`config.mk`:
```
export PLATFORM = sky130hd
export DESIGN_NAME = fetch_stage
export DESIGN_NICKNAME = d
export VERILOG_FILES = /design/src/rtl/fetch_stage.sv
export SDC_FILE = /design/constraint.sdc
export NUM_CORES = 1
export LEC_CHECK = 0
export CELL_PAD_IN_SITES_DETAIL_PLACEMENT = 2
export CELL_PAD_IN_SITES_GLOBAL_PLACEMENT = 2
export CORE_MARGIN = 10
export CORE_UTILIZATION = 33
export DETAILED_ROUTE_END_ITERATION = 10
export HOLD_SLACK_MARGIN = 0.15
export PLACE_DENSITY = 0.86
export SYNTH_ARGS = -nofsm -noshare
export SYNTH_HDL_FRONTEND = slang
export SYNTH_SLANG_ARGS = --single-unit
```
`constraint.sdc`:
```
create_clock -name clk -period 2.85 [get_ports clk]
set_clock_uncertainty 0.15 [all_clocks]
set_input_delay 0.57 -clock clk [delete_from_list [all_inputs] [get_ports clk]]
set_output_delay 0.57 -clock clk [all_outputs]
set_load 0.01 [all_outputs]
```
`src/rtl/fetch_stage.sv`:
```
// fetch_stage: P5 MIPS instruction fetch, one-entry skid buffer and IF/ID register
module fetch_stage #(
  parameter logic [31:0] RESET_PC = 32'h0000_3000
) (
  input  logic        clk,
  input  logic        reset,
  output logic        imem_req,
  output logic [31:0] imem_addr,
  input  logic        imem_ack,
  input  logic [31:0] imem_rdata,
  input  logic        stall,
  input  logic        redirect,
  input  logic [31:0] redirect_pc,
  output logic [31:0] instr_D,
  output logic [31:0] pc_D,
  output logic [31:0] pc8_D,
  output logic        valid_D
);
  typedef enum logic {FETCH, FULL} state_t;
  state_t state, state_nx;
  logic [31:0] pc, pc_nx, pend_pc, pend_pc_nx, skid_instr, skid_pc;
  logic [31:0] d_instr_nx, d_pc_nx;
  logic pend, pend_nx, ack, redir, load_skid, d_valid_nx;
  assign imem_req  = (state == FETCH) && reset;
  assign imem_addr = pc;
  assign pc8_D     = pc_D + 32'd8;
  assign ack       = (state == FETCH) && imem_ack;
  assign redir     = redirect && !stall;
  always_ff @(posedge clk or negedge reset)
    if (!reset) state <= FETCH;
    else        state <= state_nx;
  // Whatever is handed to D when a redirect lands is the delay slot, so only
  // the fetch after it is steered: directly if pc already moved past it, via pend otherwise.
  always_comb begin
    state_nx   = state;
    pc_nx      = pc;
    pend_nx    = pend;
    pend_pc_nx = pend_pc;
    load_skid  = 1'b0;
    d_instr_nx = 32'd0;
    d_pc_nx    = pc_D;
    d_valid_nx = 1'b0;
    if (state == FULL) begin
      d_instr_nx = skid_instr;
      d_pc_nx    = skid_pc;
      d_valid_nx = 1'b1;
      state_nx   = stall ? FULL : FETCH;
      pc_nx      = redir ? redirect_pc : pc;
    end else if (ack) begin
      d_instr_nx = imem_rdata;
      d_pc_nx    = pc;
      d_valid_nx = 1'b1;
      pc_nx      = redir ? redirect_pc : pend ? pend_pc : pc + 32'd4;
      pend_nx    = 1'b0;
      load_skid  = stall;
      state_nx   = stall ? FULL : FETCH;
    end else if (redir) begin
      pend_nx    = 1'b1;
      pend_pc_nx = redirect_pc;
    end
  end
  always_ff @(posedge clk or negedge reset)
    if (!reset) begin
      pc         <= RESET_PC;
      pend       <= 1'b0;
      pend_pc    <= 32'd0;
      skid_instr <= 32'd0;
      skid_pc    <= 32'd0;
      instr_D    <= 32'd0;
      pc_D       <= 32'd0;
      valid_D    <= 1'b0;
    end else begin
      pc      <= pc_nx;
      pend    <= pend_nx;
      pend_pc <= pend_pc_nx;
      if (load_skid) begin
        skid_instr <= imem_rdata;
        skid_pc    <= pc;
      end
      if (!stall) begin
        instr_D <= d_instr_nx;
        pc_D    <= d_pc_nx;
        valid_D <= d_valid_nx;
      end
    end
endmodule

```
Word level (Yosys, flattened, before mapping)

Index checks and enable logic that the tools add are counted.

Add/sub/neg operators: 2
Eq/ne operators: 1
Multiplexer cells: 18
Bitwise gates (word level): 3
Reductions and logical operators: 10

Operators with widths:

| kind                    | number |
|---|---|
| $mux W32                | 9 |
| $add A32 B3 Y32 const B | 1 |
| $add A32 B4 Y32 const B | 1 |
| $mux W1                 | 9 |
| $reduce_and A2 Y1       | 3 |
| $reduce_bool A2 Y1      | 2 |
| $logic_and A1 B1 Y1     | 3 |
| $not A1 Y1              | 3 |
| $reduce_and A3 Y1       | 1 |
| $ne A2 B1 Y1 const B    | 1 |
| $logic_not A1 Y1        | 1 |

Flip-flop bits (word level): 195
Input port bits: 69
Logic and storage cells: 43

Longest topological paths before layout

Word-level depth: 5
Gate-level depth with buffers: 7
Mapped depth without buffers: 6

Worst setup path before layout

Ideal clock, no wire load.

Path type: reg-to-output
From: reg pc_D[5]
To: out pc8_D[24]
Arrival: 1.646 ns
Required time: 2.130 ns
Slack: 0.484 ns
Cell stages (with the launch flop): 6
Cells stage by stage: dfrtp_1 > and4_1 > nand4_1 > nor2_1 > nand3_1 > xnor2_1

Word-level cells in the longest chain between the ends: 1

RTL lines:

| element                | line | source |
|---|---|---|
| start, declared        | 15   | `output logic [31:0] pc_D,` |
| start signal, assigned | 82   | `pc_D <= d_pc_nx;` |
| $add A32 B4 Y32        | 26   | `assign pc8_D = pc_D + 32'd8;` |
| end, declared          | 16   | `output logic [31:0] pc8_D,` |

No other way between the ends.

Worst setup path after layout

From: reg pc_D[3]
To: out pc8_D[11]

Same word-level chain as after synthesis.

==> out/results.ini <==
[routing]
drt_first_iter_violations=559
vias_per_cell=5.527
met1Wirelength_um=15680
highest_layer=met5
avgRoutedWirePerCell_um=25.84
routed_wl_um=37960
routed-wl-met2_um=19750
num_vias=8119
drtAntennaViolNets=0
wl_met3_um=1571
drt_first_pass_iters=5
drc=0

[power]
leakagePower_nw=5.192
vdd_ir_drop_max_v=0.0003622
power_density_mw_per_mm2=755.3

[setup_path]
r2r_start=imem_addr[2]
crit_path_max_incr_delay_ps=570
critPathBufInv=2
reg2regPathDepth=6
r2r-end=imem_addr[30]
crit_required_ps=2130
worstSetupEndpointType=primary output
worstPathMaxFanout=4
crit_type=flop to primary output
critPathSlowestCell=clkdlybuf4s50_1
crit_path_cell_trace=ha_1, buf_4, nand4_1, xnor2_1, clkdlybuf4s50_1
cp_data_arrival_time_ps=2040
cp_top_family=buffers and inverters
reg2reg_slack_ps=150
start_kind=flop

[worst_hold_path]
hp-start=instr_D[21]
hold_class=flop to flop
hold_path_end=instr_D[21]
hold_path_depth=2

[die]
die_y_um=188.4
core_sq_mm=0.02786
pin_count=199
initial_core_util=0.3360
die_area_sq_mm=0.03550
die_w_um=188.4
row_count=61

[clock_tree]
clock_sinks=195
cts_buffers=17
cts_buffer_depth=2
clock-root-buffer=clkbuf_16
insertion_delay_ps=450
clk_pin_slew_worst_paths_ps=70
cts_htree_levels=4
cts_tree=yes

[sta]
finalCriticalPeriod_ps=2763
setup_viol_count_final=0
period_share=0.9696
max_freq_mhz=361.9
worst_slew_pin_slew_ps=995.9
max_slew_margin=0.3310
timing.final.ws_setup_ps=86.67
rsz0062_at_grt=yes
slew_viol_final=0
report.final.hold_viol_count=0

[synth]
yosys-top-cells-area=dfrtp_1 (52%), mux2_2 (11%), o21ai_0 (4.9%)
synth.largest_area_cell=dfrtp_1
syn_area_sq_mm=0.009360
ys_types=56
yosys_warnings=0
synth-seq-cells=195
yosysTopAreaCellShare=0.5160
synthCells=867
synth-main-ff-cell=dfrtp_1
syn_nets=938
synth_edf_count=0
async_flop_share=1.000
syn_avg_cell_area_sq_um=10.80
ys_seq_area_frac=0.5216

[placed_design]
place_hpwl_um=25790
io_buffers=198
dp_worst_setup_slack_ps=81.10
place_inst=1435
postPlaceCellArea_sq_mm=0.01202
gp_congestion=0.8106

[grt]
antenna_found_initial=3
grt-ovfl-total=0
grt_pass1_wl_um=57680
grt_max_degree=73
track_usage=0.2061
first_global_vias=9023

[outcome]
status=finished, final reports clean

[layout]
fill_cells=2835
drive_gt1_frac=0.2084
fin_cells=1469
fin_area_sq_mm=0.01257
nets=1149
syn2layout_area_growth_pct=34.27

[job]
cap_violations=0

[cells in the final DEF, fill, tap and decap left out, drive strengths merged, types with 4 or more instances in the layout]
cell type	count
and4	5
a22oi	33
clkdlybuf4s50	175
mux2	93
nand3	27
buf	62
and2	4
nor4	6
or2	4
dlygate4sd2	6
mux2i	39
and3	14
clkinvlp	5
o22ai	9
xnor2	34
clkbuf	28
nand2	103
o21ai	92
nor2	27
a32o	9
nand2b	5
xor2	10
nand4	13
dfrtp	193
a21oi	34
inv	14
nor3	9
[sequential cells by signal (all words and copies together), names as in the netlist]
signal	cells
valid_D	1
pend	1
imem_addr	32
pc_D	32
pend_pc	32
state	1
skid_pc	32
instr_D	32
skid_instr	32
[what timing repair did]
| item | in CTS | in global routing |
|---|---|---|
| gates cloned | 0 | 0 |
| setup buffers | 0 | 1 |
| hold buffers | 1 | 0 |
| setup endpoints to repair | 21 | 17 |
| hold endpoints to repair | 5 | 0 |
| resized for setup | 42 | 28 |
| pin swaps | 2 | 6 |
[worst min-delay path: stages (launching register included)]
cell and delay [ps]:
dfrtp_1 350, nand2_1 50, o21ai_0 60
[final cells by class]
| type | instances | area (sq um) | area share |
|---|---|---|---|
| antenna | 2 | 5.005 | 0.0003982 |
| inverter | 9 | 33.78 | 0.002688 |
| clock buffer | 19 | 452.9 | 0.03604 |
| timing repair buffer | 255 | 2410 | 0.1917 |
| tap | 378 | 473.0 | 0.03763 |
| sequential | 195 | 4886 | 0.3888 |
| multi-input combinational | 600 | 4210 | 0.3350 |
| clock inverter | 11 | 97.59 | 0.007765 |
[metrics by stage]
step | TNS, ps | util | power, W | hold slack (ps)
floorplan | 0 | - | 0.005281 | 124.4
global placement | 0 | 0.4316 | 0.006910 | 252.0
detailed placement | 0 | 0.4316 | 0.007148 | 254.4
CTS | -37.76 | 0.4515 | 0.009573 | 349.1
global route | -49.66 | 0.4512 | 0.009958 | 366.5
finish | 0 | 0.4512 | 0.009492 | 344.9
[Yosys cell counts (2+ instances only)]
cell      count
nor3_1        9
mux2i_1      39
dfrtp_1     193
a222oi_1      2
a311oi_1      3
a21oi_1      33
nand2b_1      5
a31oi_1       3
nand3_1      25
mux2_2       93
dfstp_2       2
nand4_1      12
and3_2        2
o21ai_0      91
nor4_1        5
o221ai_1      2
and2_1        3
o41ai_1       3
a22oi_1      33
clkbuf_1     32
nor2_1       27
and3_1       12
and4_1        4
xor2_1       10
o22ai_1       9
buf_4         4
inv_1         9
ha_1          2
buf_2        19
nor2b_1       3
buf_1         7
o211ai_1      2
nand2_1     102
or2_2         4
a32o_1        9
xnor2_1      34
[metal layers]
| layer | vias up | global-route usage |
|---|---|---|
| met5 | - | 0 |
| met4 | 2 | 0.06716 |
| met3 | 72 | 0.03379 |
| met2 | 253 | 0.3644 |
| met1 | 4259 | 0.2494 |
| li1 | 3533 | - |
[cells by family after synthesis]
family	count (synthesis)	share of synthesized area
simple gates	221	0.1156
compound gates	201	0.1315
fa+ha+maj	2	0.002673
buf+inv	72	0.03382
flops	195	0.5216
mux	132	0.1536
xor+xnor	44	0.04117
[how the worst max path moves through the flow]
stage               startpoint            end  slack (ps)  cells after the start
floorplan              pc_D[5]      pc8_D[24]         480                      5
global placement      imem_ack  imem_addr[15]         180                      6
detailed placement    imem_ack  imem_addr[15]          80                      6
CTS                    pc_D[6]      pc8_D[29]         -40                      7
global route          pc_D[11]      pc8_D[29]         -20                      7
finish                 pc_D[3]      pc8_D[11]          90                      5
[where the power goes]
group	leakage [nW]	internal (W)	total, W	switching [W]
logic	2.55	0.00155	0.00301	0.00146
clock network	0.256	0.00118	0.00236	0.00118
registers	2.39	0.00341	0.00413	0.000720
Note: power is estimated with default switching activity, not from simulation.
